==> config.mk <==
export PLATFORM = sky130hd
export DESIGN_NAME = chan_downselect
export DESIGN_NICKNAME = d
export VERILOG_FILES = /design/src/rtl/chan_downselect_pkg.sv /design/src/rtl/mask_hi_bin.sv /design/src/rtl/chan_downselect.sv
export SDC_FILE = /design/constraint.sdc
export NUM_CORES = 1
export LEC_CHECK = 0
export CORE_MARGIN = 1
export CORE_UTILIZATION = 32
export DETAILED_ROUTE_END_ITERATION = 8
export PLACE_DENSITY_LB_ADDON = 0.12
export RECOVER_POWER = 100
export SYNTH_ARGS = -nofsm -noshare
export SYNTH_HDL_FRONTEND = slang
export SYNTH_SLANG_ARGS = --single-unit
==> constraint.sdc <==
create_clock -name clk -period 11.1 [get_ports clk]
set_input_delay 1.665 -clock clk [delete_from_list [all_inputs] [get_ports clk]]
set_output_delay 1.665 -clock clk [all_outputs]
set_load 0.01 [all_outputs]
==> src/rtl/chan_downselect_pkg.sv <==
// Shared constants and types for the post-FFT channel down-select stage.
package chan_downselect_pkg;

    localparam int MAX_BINS   = 128;
    localparam int BIN_W      = 7;
    localparam int CFG_W      = 32;
    localparam int MASK_WORDS = 4;

    typedef logic [MAX_BINS-1:0] mask_t;

    localparam mask_t RESET_MASK = '1;

endpackage

==> src/rtl/mask_hi_bin.sv <==
// Finds the highest enabled bin below the active FFT size; flags an empty
// selection so no output beat ever carries tlast for a dead mask.
module mask_hi_bin
    import chan_downselect_pkg::*;
(
    input  mask_t             mask,
    input  logic [7:0]        fft_size,
    output logic [BIN_W-1:0]  hi_bin,
    output logic              empty
);

    always_comb begin
        hi_bin = '0;
        empty  = 1'b1;
        // Ascending scan: the last match is the highest bin in range.
        for (int i = 0; i < MAX_BINS; i++) begin
            if (mask[i] && (i < int'(fft_size))) begin
                hi_bin = BIN_W'(i);
                empty  = 1'b0;
            end
        end
    end

endmodule

==> src/rtl/chan_downselect.sv <==
// Forwards only mask-selected FFT bins, tagging each with its bin index and
// marking the last selected bin of the frame with tlast.
module chan_downselect
    import chan_downselect_pkg::*;
#(
    parameter int DATA_W = 32
) (
    input  logic              clk,
    input  logic              rst,
    input  logic [CFG_W-1:0]  cfg_downselect_data,
    input  logic              cfg_downselect_update,
    input  logic              cfg_downselect_last,
    input  logic [7:0]        cfg_fft_size,
    input  logic              s_axis_tvalid,
    input  logic [DATA_W-1:0] s_axis_tdata,
    input  logic              s_axis_tlast,
    output logic              s_axis_tready,
    output logic              m_axis_tvalid,
    output logic [DATA_W-1:0] m_axis_tdata,
    output logic [BIN_W-1:0]  m_axis_tuser,
    output logic              m_axis_tlast,
    input  logic              m_axis_tready,
    output logic              mask_applied
);

    logic             upd_q;
    logic             upd_edge;
    logic [2:0]       word_ptr;
    logic             pending;
    mask_t            shadow_mask;
    mask_t            active_mask;
    logic [BIN_W-1:0] hi_bin;
    logic             hi_empty;
    logic [BIN_W-1:0] enc_hi_bin;
    logic             enc_empty;
    logic [BIN_W-1:0] bin_cnt;
    logic             accept;
    logic             commit;
    logic             bin_wrap;

    // Handshake: a beat transfers on a rising clk edge where valid && ready;
    // the output register accepts a new beat whenever it is empty or draining.
    assign s_axis_tready = !m_axis_tvalid || m_axis_tready;
    assign accept        = s_axis_tvalid && s_axis_tready;
    assign upd_edge      = cfg_downselect_update ^ upd_q;
    assign commit        = pending && (bin_cnt == '0) && !accept;
    assign bin_wrap      = s_axis_tlast || ({1'b0, bin_cnt} == (cfg_fft_size - 8'd1));

    // Tracks the toggle line through reset so release never looks like an edge.
    always_ff @(posedge clk) begin
        upd_q <= cfg_downselect_update;
    end

    always_ff @(posedge clk or posedge rst) begin
        if (rst) begin
            word_ptr    <= '0;
            pending     <= 1'b0;
            shadow_mask <= RESET_MASK;
        end else begin
            if (upd_edge) begin
                if (word_ptr < 3'(MASK_WORDS)) begin
                    shadow_mask[CFG_W*word_ptr[1:0] +: CFG_W] <= cfg_downselect_data;
                    word_ptr <= word_ptr + 3'd1;
                end
                if (cfg_downselect_last) begin
                    word_ptr <= '0;
                end
            end
            if (upd_edge && cfg_downselect_last) begin
                pending <= 1'b1;
            end else if (commit) begin
                pending <= 1'b0;
            end
        end
    end

    mask_hi_bin u_hi_bin (
        .mask     (shadow_mask),
        .fft_size (cfg_fft_size),
        .hi_bin   (enc_hi_bin),
        .empty    (enc_empty)
    );

    always_ff @(posedge clk or posedge rst) begin
        if (rst) begin
            active_mask  <= RESET_MASK;
            hi_bin       <= BIN_W'(MAX_BINS - 1);
            hi_empty     <= 1'b0;
            mask_applied <= 1'b0;
        end else begin
            mask_applied <= commit;
            if (commit) begin
                active_mask <= shadow_mask;
                hi_bin      <= enc_hi_bin;
                hi_empty    <= enc_empty;
            end
        end
    end

    always_ff @(posedge clk or posedge rst) begin
        if (rst) begin
            bin_cnt <= '0;
        end else if (accept) begin
            bin_cnt <= bin_wrap ? '0 : bin_cnt + 1'b1;
        end
    end

    always_ff @(posedge clk or posedge rst) begin
        if (rst) begin
            m_axis_tvalid <= 1'b0;
            m_axis_tdata  <= '0;
            m_axis_tuser  <= '0;
            m_axis_tlast  <= 1'b0;
        end else if (accept && active_mask[bin_cnt]) begin
            m_axis_tvalid <= 1'b1;
            m_axis_tdata  <= s_axis_tdata;
            m_axis_tuser  <= bin_cnt;
            m_axis_tlast  <= !hi_empty && (bin_cnt == hi_bin);
        end else if (m_axis_tready) begin
            m_axis_tvalid <= 1'b0;
        end
    end

endmodule

## Yosys cells after proc, flatten, opt, wreduce, memory -nomap -nowiden

Index checks and enable logic that the tools add are counted.
W data, S select, Z words.

- Output and inout port bits: 43
- ROM bits: 0
- Register bits: 318
- RAM bits: 0
- Memories: 0
- Latch bits: 0
- Input bits: 79

- $add $sub $neg: 4
- Eq/ne operators: 2
- Multipliers: 0
- Bitwise gates (word level): 1
- Muxes and demuxes: 265
- Magnitude comparators: 130
- Shifts and indexed selects: 2
- Reduce and logical (&&, ||, !) cells: 145
- Div/mod/pow operators: 0

Operators by type and width:

| cell | number |
|---|---|
| $lt A7 B8 Y1 const A | 64 |
| $mux W7 | 65 |
| $lt A6 B8 Y1 const A | 32 |
| $mux W6 | 32 |
| $logic_and A1 B1 Y1 | 134 |
| $mux W1 | 134 |
| $bwmux W128 | 1 |
| $lt A5 B8 Y1 const A | 16 |
| $shift A32 B34 Y128 const A | 1 |
| $shiftx A32 B34 Y128 | 1 |
| $mux W5 | 16 |
| $lt A4 B8 Y1 const A | 8 |
| $neg A7 Y34 | 1 |
| $lt A3 B8 Y1 const A | 4 |
| $mux W4 | 8 |
| $mux W3 | 6 |
| $lt A1 B8 Y1 const A | 2 |
| $lt A2 B8 Y1 const A | 2 |
| $eq A7 B8 Y1 | 1 |
| $lt A7 B8 Y1 const B | 1 |
| $sub A8 B1 Y8 const B | 1 |
| $add A7 B1 Y7 const B | 1 |
| $bmux W1 S7 | 1 |
| $eq A7 B7 Y1 | 1 |
| 9 further kinds | 16 |

## Longest topological paths before layout

- Word-level depth: 130
- Mapped depth: 14

## Hierarchy

Synthesis repeated with hierarchy kept, for this count alone.

- Cells, all modules: 1766
- Area, all modules: 17823.3 µm²

By module, submodules not included:

| module | seq. area each (µm²) | instances | cells each | area each (µm²) |
|---|---|---|---|---|
| chan_downselect | 8281.7 | 1 | 1150 | 14126.0 |
| mask_hi_bin | 0.0 | 1 | 616 | 3697.3 |

## Least setup slack after synthesis

Ideal clock, no wire load.

- Path type: input port to flip-flop
- Start point: in cfg_fft_size[1]
- End point: reg hi_empty
- Data required time: 11.034 ns
- Path slack: 6.756 ns
- Arrival time: 4.278 ns
- Stages on the path: 12
- Library setup time: 0.066 ns
- Cells stage by stage: clkbuf_1 -> inv_1 -> ha_1 -> clkbuf_1 -> or3b_2 -> clkbuf_1 -> o21ai_0 -> a21oi_1 -> or2_2 -> or3_1 -> nor3_1 -> a22o_1

- Word-level cells in the longest chain between the ends: 130
- Elaborated cells between the ends (all ways): 384
- Those cells by class: 128 x order compare; 128 x mux; 128 x reduce/logical

RTL lines:

| item | line | source |
|---|---|---|
| from (decl) | chan_downselect.sv:13 | `input logic [7:0] cfg_fft_size,` |
| $lt A1 B8 Y1 | mask_hi_bin.sv:17 | `if (mask[i] && (i < int'(fft_size))) begin` |
| $logic_and A1 B1 Y1 | mask_hi_bin.sv:17 |  |
| $mux W1 (127 in a row) | mask_hi_bin.sv:17 |  |
| $mux W1 (*) | mask_hi_bin.sv:17 |  |
| to (signal assigned) | chan_downselect.sv:95 | `hi_empty <= enc_empty;` |
| to (decl) | chan_downselect.sv:33 | `logic hi_empty;` |

Every way passes the cells marked *; elsewhere a longest branch is shown, timed or not.
A chain may end at the register's enable or synchronous reset.

## Worst setup path after layout

- Start point: in m_axis_tready
- End point: reg active_mask[122]

- Word-level cells in the longest chain between the ends: 4

RTL lines:

| item | line | source |
|---|---|---|
| from (decl) | chan_downselect.sv:22 | `input logic m_axis_tready,` |
| $logic_or A1 B1 Y1 | chan_downselect.sv:43 | `assign s_axis_tready = !m_axis_tvalid \|\| m_axis_tready;` |
| $logic_and A1 B1 Y1 | chan_downselect.sv:44 | `assign accept = s_axis_tvalid && s_axis_tready;` |
| $logic_not A1 Y1 | chan_downselect.sv:46 | `assign commit = pending && (bin_cnt == '0) && !accept;` |
| $logic_and A1 B1 Y1 | chan_downselect.sv:46 |  |
| to (signal assigned) | chan_downselect.sv:93 | `active_mask <= shadow_mask;` |
| to (decl) | chan_downselect.sv:31 | `mask_t active_mask;` |

No other way between the ends.

==> reports/metrics.yaml <==
status: "finished with violations"
violations: "max-capacitance violations, max-slew violations"
clock_sinks: 318
dp_hpwl_um: 44800
async_flop_share_pct: 99.7
syn-cell-area_sq_mm: 0.0174
grt_overflow: 0
coreArea_sq_mm: 0.0537
design.portCount: 122
postCtsHoldBufs: 0
slowest_stage: "clkbuf_1"
hold_violations: 0
clkTransAtPathRegs_ns: 0.06
fin_skew_ns: 0.0218
final_common_cell: "nand2_1"
cts_tree: "done"
antenna_found_initial: 3
insertion_delay_ns: 0.57
relSlewSlack_pct: -261
final_cell_mix: "329 x nand2_1, 263 x dfstp_2, 256 x o21ai_0"
drtPass1Iterations: 5
postCtsSetupBuffers: 0
synthFlopType: "dfstp_2"
yosysTopAreaCell: "dfstp_2"
synth-seq-area-share_pct: 47.7
syn_avg_cell_area_sq_um: 10.1
worstSetupEndpointType: "flop"
cts_root_buf: "clkbuf_16"
yosys_warnings: 0
required_ns: 11.59
ant_nets: 0
routed_wl_um: 63900
grt_pass1_wl_um: 94900
tns_ns: 0
synthCells: 1716
gp_congestion: 0.981
syn_to_final_growth_pct: 16.6
port_buffers: 121
diodes: 0
yosys.area_share.simple_pct: 13.1
worst-path-max-fanout: 59
numCtsBuffers: 40
stdcell_area_sq_mm: 0.0203
syn_nets: 1806
critical_path_class: "in -> reg"
cp_cell_sequence: "dlygate4sd3_1 > nand2b_1 > nand2_1 > nand3_4 > clkbuf_1 > clkbuf_1 > mux2_2"
cellPowerDensity_mw_per_mm2: 283
cts_buffer_depth: 3
rsz0062_at_grt: "false"
start_util_pct: 32.3
die_w_um: 235
worstMarginPinSlew_ns: 5.39
drc_errors: 0
p_leak_nw: 7.68
synth_top_family_by_area: "multiplexers"
drive_gt1_share_pct: 30.0
die_h_um: 235
vias: 13900
ys_ff_latch: 318
grt_max_degree: 119
setup_viol: 0
fin_crit_sh_pct: 70.2
viasPerCell: 5.55
synth_compound_area_share_pct: 16.8
dieArea_sq_mm: 0.0552
synth.distinct_cells: 77
post-place-ws_ns: 5.02
rows: 85
peakVddDrop_v: 0.000116
synth_edf_count: 0
grtUsageTotal_pct: 23.2
netlist_top_cells_area: "dfstp_2 40%, mux2_2 8.5%, dfrtp_1 7.8%, o21ai_0 7.3%, nand2_1 7.1%"
drt_iter0_drc: 1242
cts-resized-gates: 0
fin_nets: 1872
synth_fa_ha_area_share_pct: 0.792
synth_top_area_share_pct: 39.8
cp-start-kind: "input port"
slew_viol_final: 553
fin_ws_ns: 3.30
placed_area_sq_mm: 0.0192
slowest_delay_ns: 2.62
max_freq_mhz: 128
synth_xor_xnor_area_share_pct: 1.01
htreeDepth: 2
wl_per_cell_um: 25.5
drv_cap: 9
crit_top_cell: "clkbuf_1"
synth_mux_area_share_pct: 17.1
finalPower_mw: 5.74
period_minus_slack_ns: 7.80
grt_pass1_vias: 13800
hold_class: "reg -> reg"
arrival_ns: 8.28
utilization_pct: 37.7
-- layout make-up --
class,count,area [sq um]
inverter,25,95.1
clock buffer,58,1160
tap,696,871
fill,5355,33400
multi-input combinational,1250,8380
sequential,318,8280
timing repair buffer,147,1380
clock inverter,14,93.8
-- cell families after synthesis --
logic type	after synthesis
xor gates and xnor gates	20
adders and majority gates	11
muxes	211
AOI/OAI and AO/OA	493
buffers and inverters	148
DFF	318
and+or+nand+nor	515
-- Yosys cell counts (7+ instances only) --
cell type,count
a21boi_0,7
a21o_1,22
a21oi_1,76
a31oi_1,14
and2_1,10
and3_1,9
buf_1,11
buf_2,9
clkbuf_1,98
dfrtp_1,54
dfstp_2,263
ha_1,11
inv_1,25
mux2_2,131
mux2_4,37
mux4_2,41
nand2_1,329
nand2b_1,22
nand3_1,12
nand4_1,11
nor2_1,56
nor3_1,19
nor4_1,7
o211ai_1,18
o21a_1,16
o21ai_0,255
o22ai_1,9
o31ai_1,11
or2_2,8
xnor2_1,8
xor2_1,12
-- sequential cells by signal (all words and copies together) (netlist names), 3 cells and up --
name          cells
active_mask     128
m_axis_tuser      7
hi_bin            7
m_axis_tdata     32
bin_cnt           7
shadow_mask     128
word_ptr          3
-- critical path, delay by kind of cell --
| family | cells | cell delay, ns |
|---|---|---|
| buffers and inverters | 3 | 5.54 |
| muxes | 1 | 0.54 |
| and+or+nand+nor | 3 | 0.45 |
-- path summary, 6_finish.rpt --
path / slack (ns) / depth (start not counted) / from / end
max reg2reg: 3.68 / 9 / bin_cnt[0] / active_mask[122]
min reg2reg: 0.48 / 1 / m_axis_tdata[12] / m_axis_tdata[12]
max: 3.30 / 7 / m_axis_tready / active_mask[122]
max in group asynchronous: 4.67 / 4 / rst / active_mask[59]
min in group asynchronous: 3.23 / 2 / rst / mask_applied
min: 0.48 / 1 / m_axis_tdata[12] / m_axis_tdata[12]
-- stage by stage --
stage	hold slack, ns	std cells
floorplan	0.460	1716
global placement	0.477	2436
detailed placement	0.488	2436
CTS	0.496	2508
global route	0.499	2508
finish	0.476	2508
-- power breakdown --
group	switching, mW	internal, mW
clock	0.525	0.730
combinational	1.42	0.986
sequential	0.330	1.75
-- layer usage --
metal,GRT usage (%),vias to the layer above,wire (um)
li1,-,6301,-
met2,35.8,530,28300
met4,7.91,4,2110
met1,33.1,6951,29500
met5,0,-,27
met3,3.40,130,3920
No activity file was read; power rests on OpenSTA's default activity.
